## config.mk

```make
export PLATFORM = sky130hd
export DESIGN_NAME = shift_reg_seq
export DESIGN_NICKNAME = d
export VERILOG_FILES = /design/src/rtl/shift_reg_seq.sv
export SDC_FILE = /design/constraint.sdc
export NUM_CORES = 1
export LEC_CHECK = 0
export CAP_MARGIN = 20
export CORE_MARGIN = 4
export CORE_UTILIZATION = 33
export CTS_CLUSTER_DIAMETER = 200
export DETAILED_ROUTE_END_ITERATION = 12
export SKIP_CTS_REPAIR_TIMING = 1
export SLEW_MARGIN = 30
export SYNTH_ARGS = -nofsm -noshare
export SYNTH_HDL_FRONTEND = slang
export SYNTH_SLANG_ARGS = --single-unit
```

## constraint.sdc

```tcl
create_clock -name clk -period 1.9 [get_ports clk]
set_input_delay 0.38 -clock clk [delete_from_list [all_inputs] [get_ports clk]]
set_output_delay 0.38 -clock clk [all_outputs]
set_load 0.05 [all_outputs]
```

## src/rtl/shift_reg_seq.sv

```systemverilog
// WIDTH-bit universal shift/rotate register with parallel load, serial I/O and
// a start/busy/done sequencer that repeats one shift operation N times.
module shift_reg_seq #(
    parameter int WIDTH = 8,
    parameter int AMT_W = 4
) (
    input  logic             clk,
    input  logic             rst,
    input  logic             en,
    input  logic [2:0]       mode,
    input  logic [WIDTH-1:0] d,
    input  logic             sin_l,
    input  logic             sin_r,
    input  logic             start,
    input  logic [AMT_W-1:0] amount,
    output logic [WIDTH-1:0] q,
    output logic             sout_l,
    output logic             sout_r,
    output logic             busy,
    output logic             done
);

    typedef enum logic {
        IDLE = 1'b0,
        RUN  = 1'b1
    } state_t;

    state_t           state_q, state_d;
    logic [2:0]       mode_q, mode_d;
    logic [AMT_W-1:0] cnt_q, cnt_d;
    logic [WIDTH-1:0] reg_q, reg_d;
    logic             done_q, done_d;
    logic             isShift;

    function automatic logic [WIDTH-1:0] stepOp(
        input logic [2:0]       op,
        input logic [WIDTH-1:0] cur,
        input logic [WIDTH-1:0] ld,
        input logic             sl,
        input logic             sr
    );
        logic [WIDTH-1:0] res;
        res = cur;
        case (op)
            3'b000: res = cur;
            3'b001: res = ld;
            3'b010: res = {cur[WIDTH-2:0], sr};
            3'b011: res = {sl, cur[WIDTH-1:1]};
            3'b100: res = {cur[WIDTH-2:0], cur[WIDTH-1]};
            3'b101: res = {cur[0], cur[WIDTH-1:1]};
            3'b110: res = {cur[WIDTH-1], cur[WIDTH-1:1]};
            3'b111: res = '0;
            default: res = cur;
        endcase
        return res;
    endfunction

    // Only the shift/rotate family (010..110) can be sequenced.
    assign isShift = (mode >= 3'b010) && (mode <= 3'b110);

    always_comb begin
        state_d = state_q;
        mode_d  = mode_q;
        cnt_d   = cnt_q;
        reg_d   = reg_q;
        done_d  = 1'b0;
        case (state_q)
            IDLE: begin
                if (start && isShift) begin
                    if (amount == '0) begin
                        done_d = 1'b1;
                    end else begin
                        mode_d  = mode;
                        cnt_d   = amount;
                        state_d = RUN;
                    end
                end else if (start || en) begin
                    reg_d = stepOp(mode, reg_q, d, sin_l, sin_r);
                end
            end
            RUN: begin
                reg_d = stepOp(mode_q, reg_q, d, sin_l, sin_r);
                cnt_d = cnt_q - AMT_W'(1);
                if (cnt_q == AMT_W'(1)) begin
                    state_d = IDLE;
                    done_d  = 1'b1;
                end
            end
            default: state_d = IDLE;
        endcase
    end

    always_ff @(posedge clk or negedge rst) begin
        if (!rst) begin
            state_q <= IDLE;
            mode_q  <= '0;
            cnt_q   <= '0;
            reg_q   <= '0;
            done_q  <= 1'b0;
        end else begin
            state_q <= state_d;
            mode_q  <= mode_d;
            cnt_q   <= cnt_d;
            reg_q   <= reg_d;
            done_q  <= done_d;
        end
    end

    assign q      = reg_q;
    assign sout_l = reg_q[WIDTH-1];
    assign sout_r = reg_q[0];
    assign busy   = (state_q == RUN);
    assign done   = done_q;

endmodule

```

==> summary.md, run 1 <==
| Metric | Value |
|---|---|
| Run status | `finished, final reports clean` |
| Tightest Hold Check Type | `in2async` |
| F_max | `540 MHz` |
| CP max stage delay | `~550 ps` |
| Initial antenna violation count | `0` |
| Wire length per cell | `around 16 um` |
| # DRC | `0` |
| Pwr/cell area | `~1700 nW/um^2` |
| First-pass GRT wire length | `6890 um` |
| H-tree Lvls | `1` |
| Core footprint | `4440 um^2` |
| ANT cells | `0` |
| Element type at the critical path start | `input port` |
| Cells after DPL | `260` |
| Post-synth top area cell | `dfrtp_1` |
| Synth top area share | `0.274` |
| Final Max Slew Viols | `0` |
| Root buf cell | `clkbuf_8` |
| Crit Path Class | `in2reg` |
| Worst-path fanout max | `5` |
| Chip Width | `about 77 um` |
| EDFF count, synth | `0` |
| Max-Cap Viols | `0` |
| Yosys reg bits | `17` |
| VDD IR max | `roughly 0.56 mV` |
| Die height | `76.5 um` |
| Place WS | `-375 ps` |
| I/O Buffers | `32` |
| Worst setup path startpoint | `amount[0]` |
| Tmin final | `1850 ps` |
| CP required | `2040 ps` |
| RSZ-0062 raised after global routing | `false` |
| R2R Setup Slk | `~180 ps` |
| Pleak | `0.000931 uW` |
| Slew of the pin with the lowest slew margin | `around 500 ps` |
| Post-synth ARST share | `1.00` |
| Area growth syn-to-layout | `34.8%` |
| Fin worst setup slack | `roughly 50 ps` |
| Routed Antenna Nets | `0` |
| DR WL met3 | `191 um` |
| Core Rows | `24` |
| CTS sink count | `17` |
| TritonCTS clock tree | `done` |
| Mapped Cells | `between 150 and 200` |
| Reg2reg start | `mode_q[0]` |
| Cts bufs inserted | `3` |
| Flop pwr share | `0.246` |
| Setup crit end kind | `flip-flop` |
| Io pins | `33` |
| Period utilization | `0.974` |
| Worst-path cell chain | `clkdlybuf4s50_1 > or4_4 > and3b_2 > buf_6 > a21oi_1 > o21ai_1` |
| Clk_lat worst skew | `260 ps` |
| Design Power | `3620 uW` |
| Combinational share of power | `0.675` |
| Vias in the first global route | `around 1,400` |
| Routed WL | `4320 um` |
| Routed wire length on met2 | `2110 um` |
| Worst clock skew | `5.19 ps` |
| Slew headroom | `0.662` |
| Synthesized cell area | `~1600 um^2` |
| Area of the multi-input gates | `1010 um^2` |
| Syn_area_per_cell | `9.23 um^2` |
| Post-Syn Nets | `191` |
| Layout cells sized above 1 | `0.354` |
| Total track usage | `0.144` |
| Dpl hpwl | `between 3000 and 4000 um` |
| Primary FF master, synth | `dfrtp_1` |
| Post-synthesis sequential area ratio | `0.274` |
| Largest net degree at the start of global routing | `18` |
| Via-per-instance ratio | `approximately 5.6` |
| Critical Path AT | `approximately 2000 ps` |
| Most frequent cells after synthesis | `nor2_1, dfrtp_1, a221oi_1` |
| Clk pin slew, worst setup/hold paths | `70 ps` |
| YS warnings | `0` |
| Top routing layer used | `met4` |
| Reg area | `between 400 and 500 um^2` |
| Slowest stage cell, crit path | `or4_4` |
| Yosys cell types | `41` |
| Setup-failing EPs final | `0` |
| RD Place Congestion | `0.858` |
| Initial DRC count | `a little over 70` |
| Final #Nets | `236` |
| Critical path buffer and inverter count | `2` |
| Via count | `1,477` |
| Leading post-synthesis cells by cell area | `dfrtp_1, mux2_4, a221oi_1` |
| Final non-filler cell total | `between 200 and 300` |
| Deepest clock path buffer count | `2` |
| Initial core utilization | `0.349` |
| Full die area | `5860 um^2` |
| Most numerous cell in the Yosys netlist | `nor2_1` |
| Remaining Overflow, GRT | `0` |
| CP delay by family, top | `simple AND/OR/NAND/NOR gates` |
| Fillers | `431` |
| Final hold viol count | `0` |
| Cell Int Power | `about 1900 uW` |
| Sw Share | `0.470` |
| NetSw | `1700 uW` |
| Routed metal-1 wire length | `roughly 1900 um` |
| Clock share of power | `0.079` |
| Pre-antenna DRT Iters | `4` |
[registers in the layout, summed over array words and instances, names as in the netlist]
signal  count
mode_q      3
cnt_q       4
busy        1
q           8
done        1
[routing by layer]
| metal | global-route usage | vias up |
|---|---|---|
| met5 | 0 | - |
| met4 | 0.0543 | 0 |
| met3 | 0.0355 | 12 |
| met2 | 0.250 | 36 |
| met1 | 0.171 | 704 |
| li1 | - | 725 |
[stage by stage]
step / util / hold WS [ps] / instance area [um^2] / TNS, ps
global placement: 0.449 / 498 / 2000 / -4490
finish: 0.470 / 446 / 2090 / 0
floorplan: - / 84.4 / 1550 / 0
global route: 0.470 / 482 / 2090 / 0
detailed placement: 0.449 / 512 / 2000 / -4470
CTS: 0.460 / 447 / 2040 / -467
[cells by family after synthesis]
kind of cell               share of synthesized area
muxes                                          0.195
adders and majority gates                     0.0161
xor gates and xnor gates                      0.0170
DFF                                            0.274
AOI/OAI and AO/OA                              0.267
buffers and inverters                         0.0968
and+or+nand+nor                                0.133
[placed cells by master, fill, tap and decap left out, types with 2 or more instances in the layout]
| cell type | count |
|---|---|
| clkbuf_8 | 3 |
| dfrtp_1 | 17 |
| nor2b_1 | 2 |
| buf_4 | 33 |
| mux2_2 | 10 |
| buf_12 | 2 |
| a21oi_1 | 6 |
| o21ai_1 | 2 |
| a221oi_2 | 3 |
| a211oi_1 | 2 |
| mux2_4 | 12 |
| nand2b_1 | 2 |
| nor2_1 | 20 |
| ha_1 | 2 |
| dlymetal6s2s_1 | 3 |
| clkdlybuf4s50_1 | 18 |
| nand2_1 | 6 |
| a21o_1 | 3 |
| inv_1 | 4 |
| o32ai_1 | 9 |
| xnor2_1 | 2 |
| nand2_2 | 2 |
| a221oi_1 | 13 |
| o21ai_0 | 13 |
| buf_6 | 2 |
[power groups by stage]
stage / logic, uW / clock network, uW / registers (uW)
2_1_floorplan: 1590 / 0 / 1070
3_3_place_gp: 2370 / 0 / 870
3_5_place_dp: 2420 / 0 / 893
4_1_cts: 2420 / 295 / 881
5_1_grt: 2610 / 304 / 933
6_report: 2450 / 285 / 891
[worst paths after layout]
kind,endpoint,depth (start not counted)
worst max-delay path,cnt_q[3],6
worst min-delay path,mode_q[2],2
worst max register to register,q[5],4
worst min register to register,cnt_q[0],1
max in group asynchronous,mode_q[0],2
min in group clk,cnt_q[0],1
[layout make-up]
class / instances / area share
inverters: 5 / 0.00898
well taps: 52 / 0.0311
flip-flops and latches: 17 / 0.204
multi-input cells: 128 / 0.481
clock buffers: 3 / 0.0198
clock inverters: 1 / 0.00240
repair buffers: 58 / 0.253
(Power assumes the default switching activity.)
==> inputs of run 2 (changes only) <==
--- a/config.mk
+++ b/config.mk
@@ -5,6 +5,7 @@
 export SDC_FILE = /design/constraint.sdc
 export NUM_CORES = 1
 export LEC_CHECK = 0
+export ABC_AREA = 1
 export CAP_MARGIN = 20
 export CORE_MARGIN = 4
 export CORE_UTILIZATION = 33
==> run 2 against run 1 <==
Against the previous run: hold slack lost 2.0 ps; clock-buffer cell count did not move; via count rose by 10%; highest routed layer unchanged.
==> summary.md, run 2 <==
| Metric | Value |
|---|---|
| Run status | `finished, final reports clean` |
| Setup-failing EPs final | `0` |
| Worst-path fanout max | `1` |
| Initial antenna violation count | `0` |
| Final #Nets | `302` |
| Slowest stage cell, crit path | `clkdlybuf4s50_1` |
| CTS sink count | `17` |
| Clk_lat worst skew | `260 ps` |
| Tmin final | `1780 ps` |
| Pleak | `~0.00099 uW` |
| Critical Path AT | `1400 ps` |
| Worst setup path startpoint | `done` |
| Commonest non-fill, non-tap cells in the layout | `nand2_1, nand3_1, nor2_1` |
| H-tree Lvls | `1` |
| Yosys cell types | `27` |
| Wire length per cell | `around 12 um` |
| Max-Cap Viols | `0` |
| Setup crit end kind | `output pin` |
| Worst-path cell chain | `clkdlybuf4s50_1` |
| # DRC | `0` |
| Yosys reg bits | `17` |
| YS warnings | `0` |
| Clk pin slew, worst setup/hold paths | `80 ps` |
| Most numerous cell in the Yosys netlist | `nand2_1` |
| Element type at the critical path start | `flip-flop` |
| Post-synthesis sequential area ratio | `0.286` |
| CP required | `between 1500 and 2000 ps` |
| Most common cell after layout, fill and taps aside | `nand2_1` |
| CP delay by family, top | `buffers and inverters` |
| Cts bufs inserted | `3` |
| Worst reg-to-reg path cell count | `9` |
| Critical path buffer and inverter count | `1` |
| Fin worst setup slack | `121 ps` |
| Core footprint | `about 4400 um^2` |
| Layout cells sized above 1 | `0.151` |
| Worst clock skew | `2.16 ps` |
| Final Instance Area | `1930 um^2` |
| Crit Path Class | `reg2out` |
| Worst path depth | `1` |
| Vias in the first global route | `approximately 1,500` |
| Area growth syn-to-layout | `29.5%` |
| Remaining Overflow, GRT | `0` |
| Post-place instance area | `about 1900 um^2` |
| Slew headroom | `0.669` |
| Syn_area_per_cell | `6.15 um^2` |
| Setup TNS | `0 ps` |
| Routed WL | `~4000 um` |
| Total track usage | `0.159` |
| TritonCTS clock tree | `done` |
| Largest net degree at the start of global routing | `18` |
| Dpl hpwl | `3010 um` |
| Synth top area share | `0.286` |
| Deepest clock path buffer count | `2` |
| Chip Width | `75.1 um` |
| RSZ-0062 raised after global routing | `false` |
| Die height | `75.1 um` |
| Pre-antenna DRT Iters | `4` |
| Post-synth ARST share | `1.00` |
| Hold slack | `444 ps` |
| Primary FF master, synth | `dfrtp_1` |
| Post-synth top area cell | `dfrtp_1` |
| Leading post-synthesis cells by cell area | `dfrtp_1, nand2_1, nand3_1` |
| Mapped Cells | `242` |
| Slew of the pin with the lowest slew margin | `around 500 ps` |
| Via count | `1,628` |
| CP max stage delay | `800 ps` |
| First-pass GRT wire length | `6970 um` |
| ANT cells | `0` |
| Pwr/cell area | `1660 nW/um^2` |
| Synthesized cell area | `between 1000 and 1500 um^2` |
| RD Place Congestion | `0.830` |
| Reg2reg start | `mode_q[0]` |
| VDD IR max | `0.997 mV` |
| Initial core utilization | `0.342` |
| Post-Syn Nets | `approximately 270` |
| Period utilization | `0.936` |
| F_max | `562 MHz` |
| Tightest Hold Check Type | `in2async` |
| Root buf cell | `clkbuf_8` |
| Max reg flops | `8` |
| I/O Buffers | `32` |
| Final hold viol count | `0` |
| Io pins | `33` |
| EDFF count, synth | `0` |
| Via-per-instance ratio | `4.93` |
| Most frequent cells after synthesis | `nand2_1, nand3_1, nor2_1` |
| Core Rows | `24` |
| Full die area | `5650 um^2` |
| Place WS | `approximately 56 ps` |
| Initial DRC count | `slightly below 90` |
| Routed Antenna Nets | `0` |
| Final Max Slew Viols | `0` |
==> run 2: changes by cell type after synthesis, moves of 8 or more <==
cell	before	now
nand2_1	7	89
nand3_1	1	33
a221oi_1	16	0
inv_1	4	18
mux2_4	12	0
mux2_2	10	0
o21ai_0	15	6
o32ai_1	9	0
nand4_1	0	8
==> run 2: logic make-up after synthesis <==
| logic type | after synthesis | share of synthesized area |
|---|---|---|
| flip-flops | 17 | 0.286 |
| multiplexers | 1 | 0.00673 |
| adder cells (fa/ha/maj) | 2 | 0.0168 |
| AND/OR/NAND/NOR | 165 | 0.495 |
| AO/OA/AOI/OAI | 22 | 0.0917 |
| buffers and inverters | 35 | 0.104 |
==> run 2: area by class of cell <==
| type | count | area [um^2] |
|---|---|---|
| Clock buffer | 3 | 41.3 |
| Sequential cell | 17 | 425 |
| Tap cell | 52 | 65.1 |
| Inverter | 26 | 97.6 |
| Clock inverter | 1 | 5.00 |
| Multi-Input combinational cell | 190 | 907 |
| Fill cell | 452 | 2430 |
| Timing Repair Buffer | 41 | 385 |
==> run 2: metal layers <==
metal | vias to the layer above | wire, um | global-route usage
met5 | - | 0 | 0
met4 | 0 | 31 | 0.0447
met3 | 4 | 267 | 0.0240
met2 | 50 | 1870 | 0.253
met1 | 721 | 1850 | 0.224
li1 | 853 | - | -
==> run 2: final timing paths <==
path / slack (ps) / to
worst min register to register: 510 / cnt_q[3]
worst min-delay path: 440 / cnt_q[0]
worst max-delay path: 120 / done
worst max register to register: 460 / q[1]
max in group asynchronous: 1250 / q[5]
min in group clk: 510 / cnt_q[3]
==> run 2: per-stage QoR <==
stage | utilization | total power [uW] | std cells
2_1_floorplan | - | 2350 | 242
3_3_place_gp | 0.432 | 2910 | 326
3_5_place_dp | 0.432 | 2920 | 326
4_1_cts | 0.443 | 3220 | 330
5_1_grt | 0.443 | 3570 | 330
6_report | 0.443 | 3190 | 330
==> run 2: where the power goes <==
group	switching, uW	total (uW)	internal, uW
clock network	146	292	146
logic	1350	2090	744
registers	263	805	542
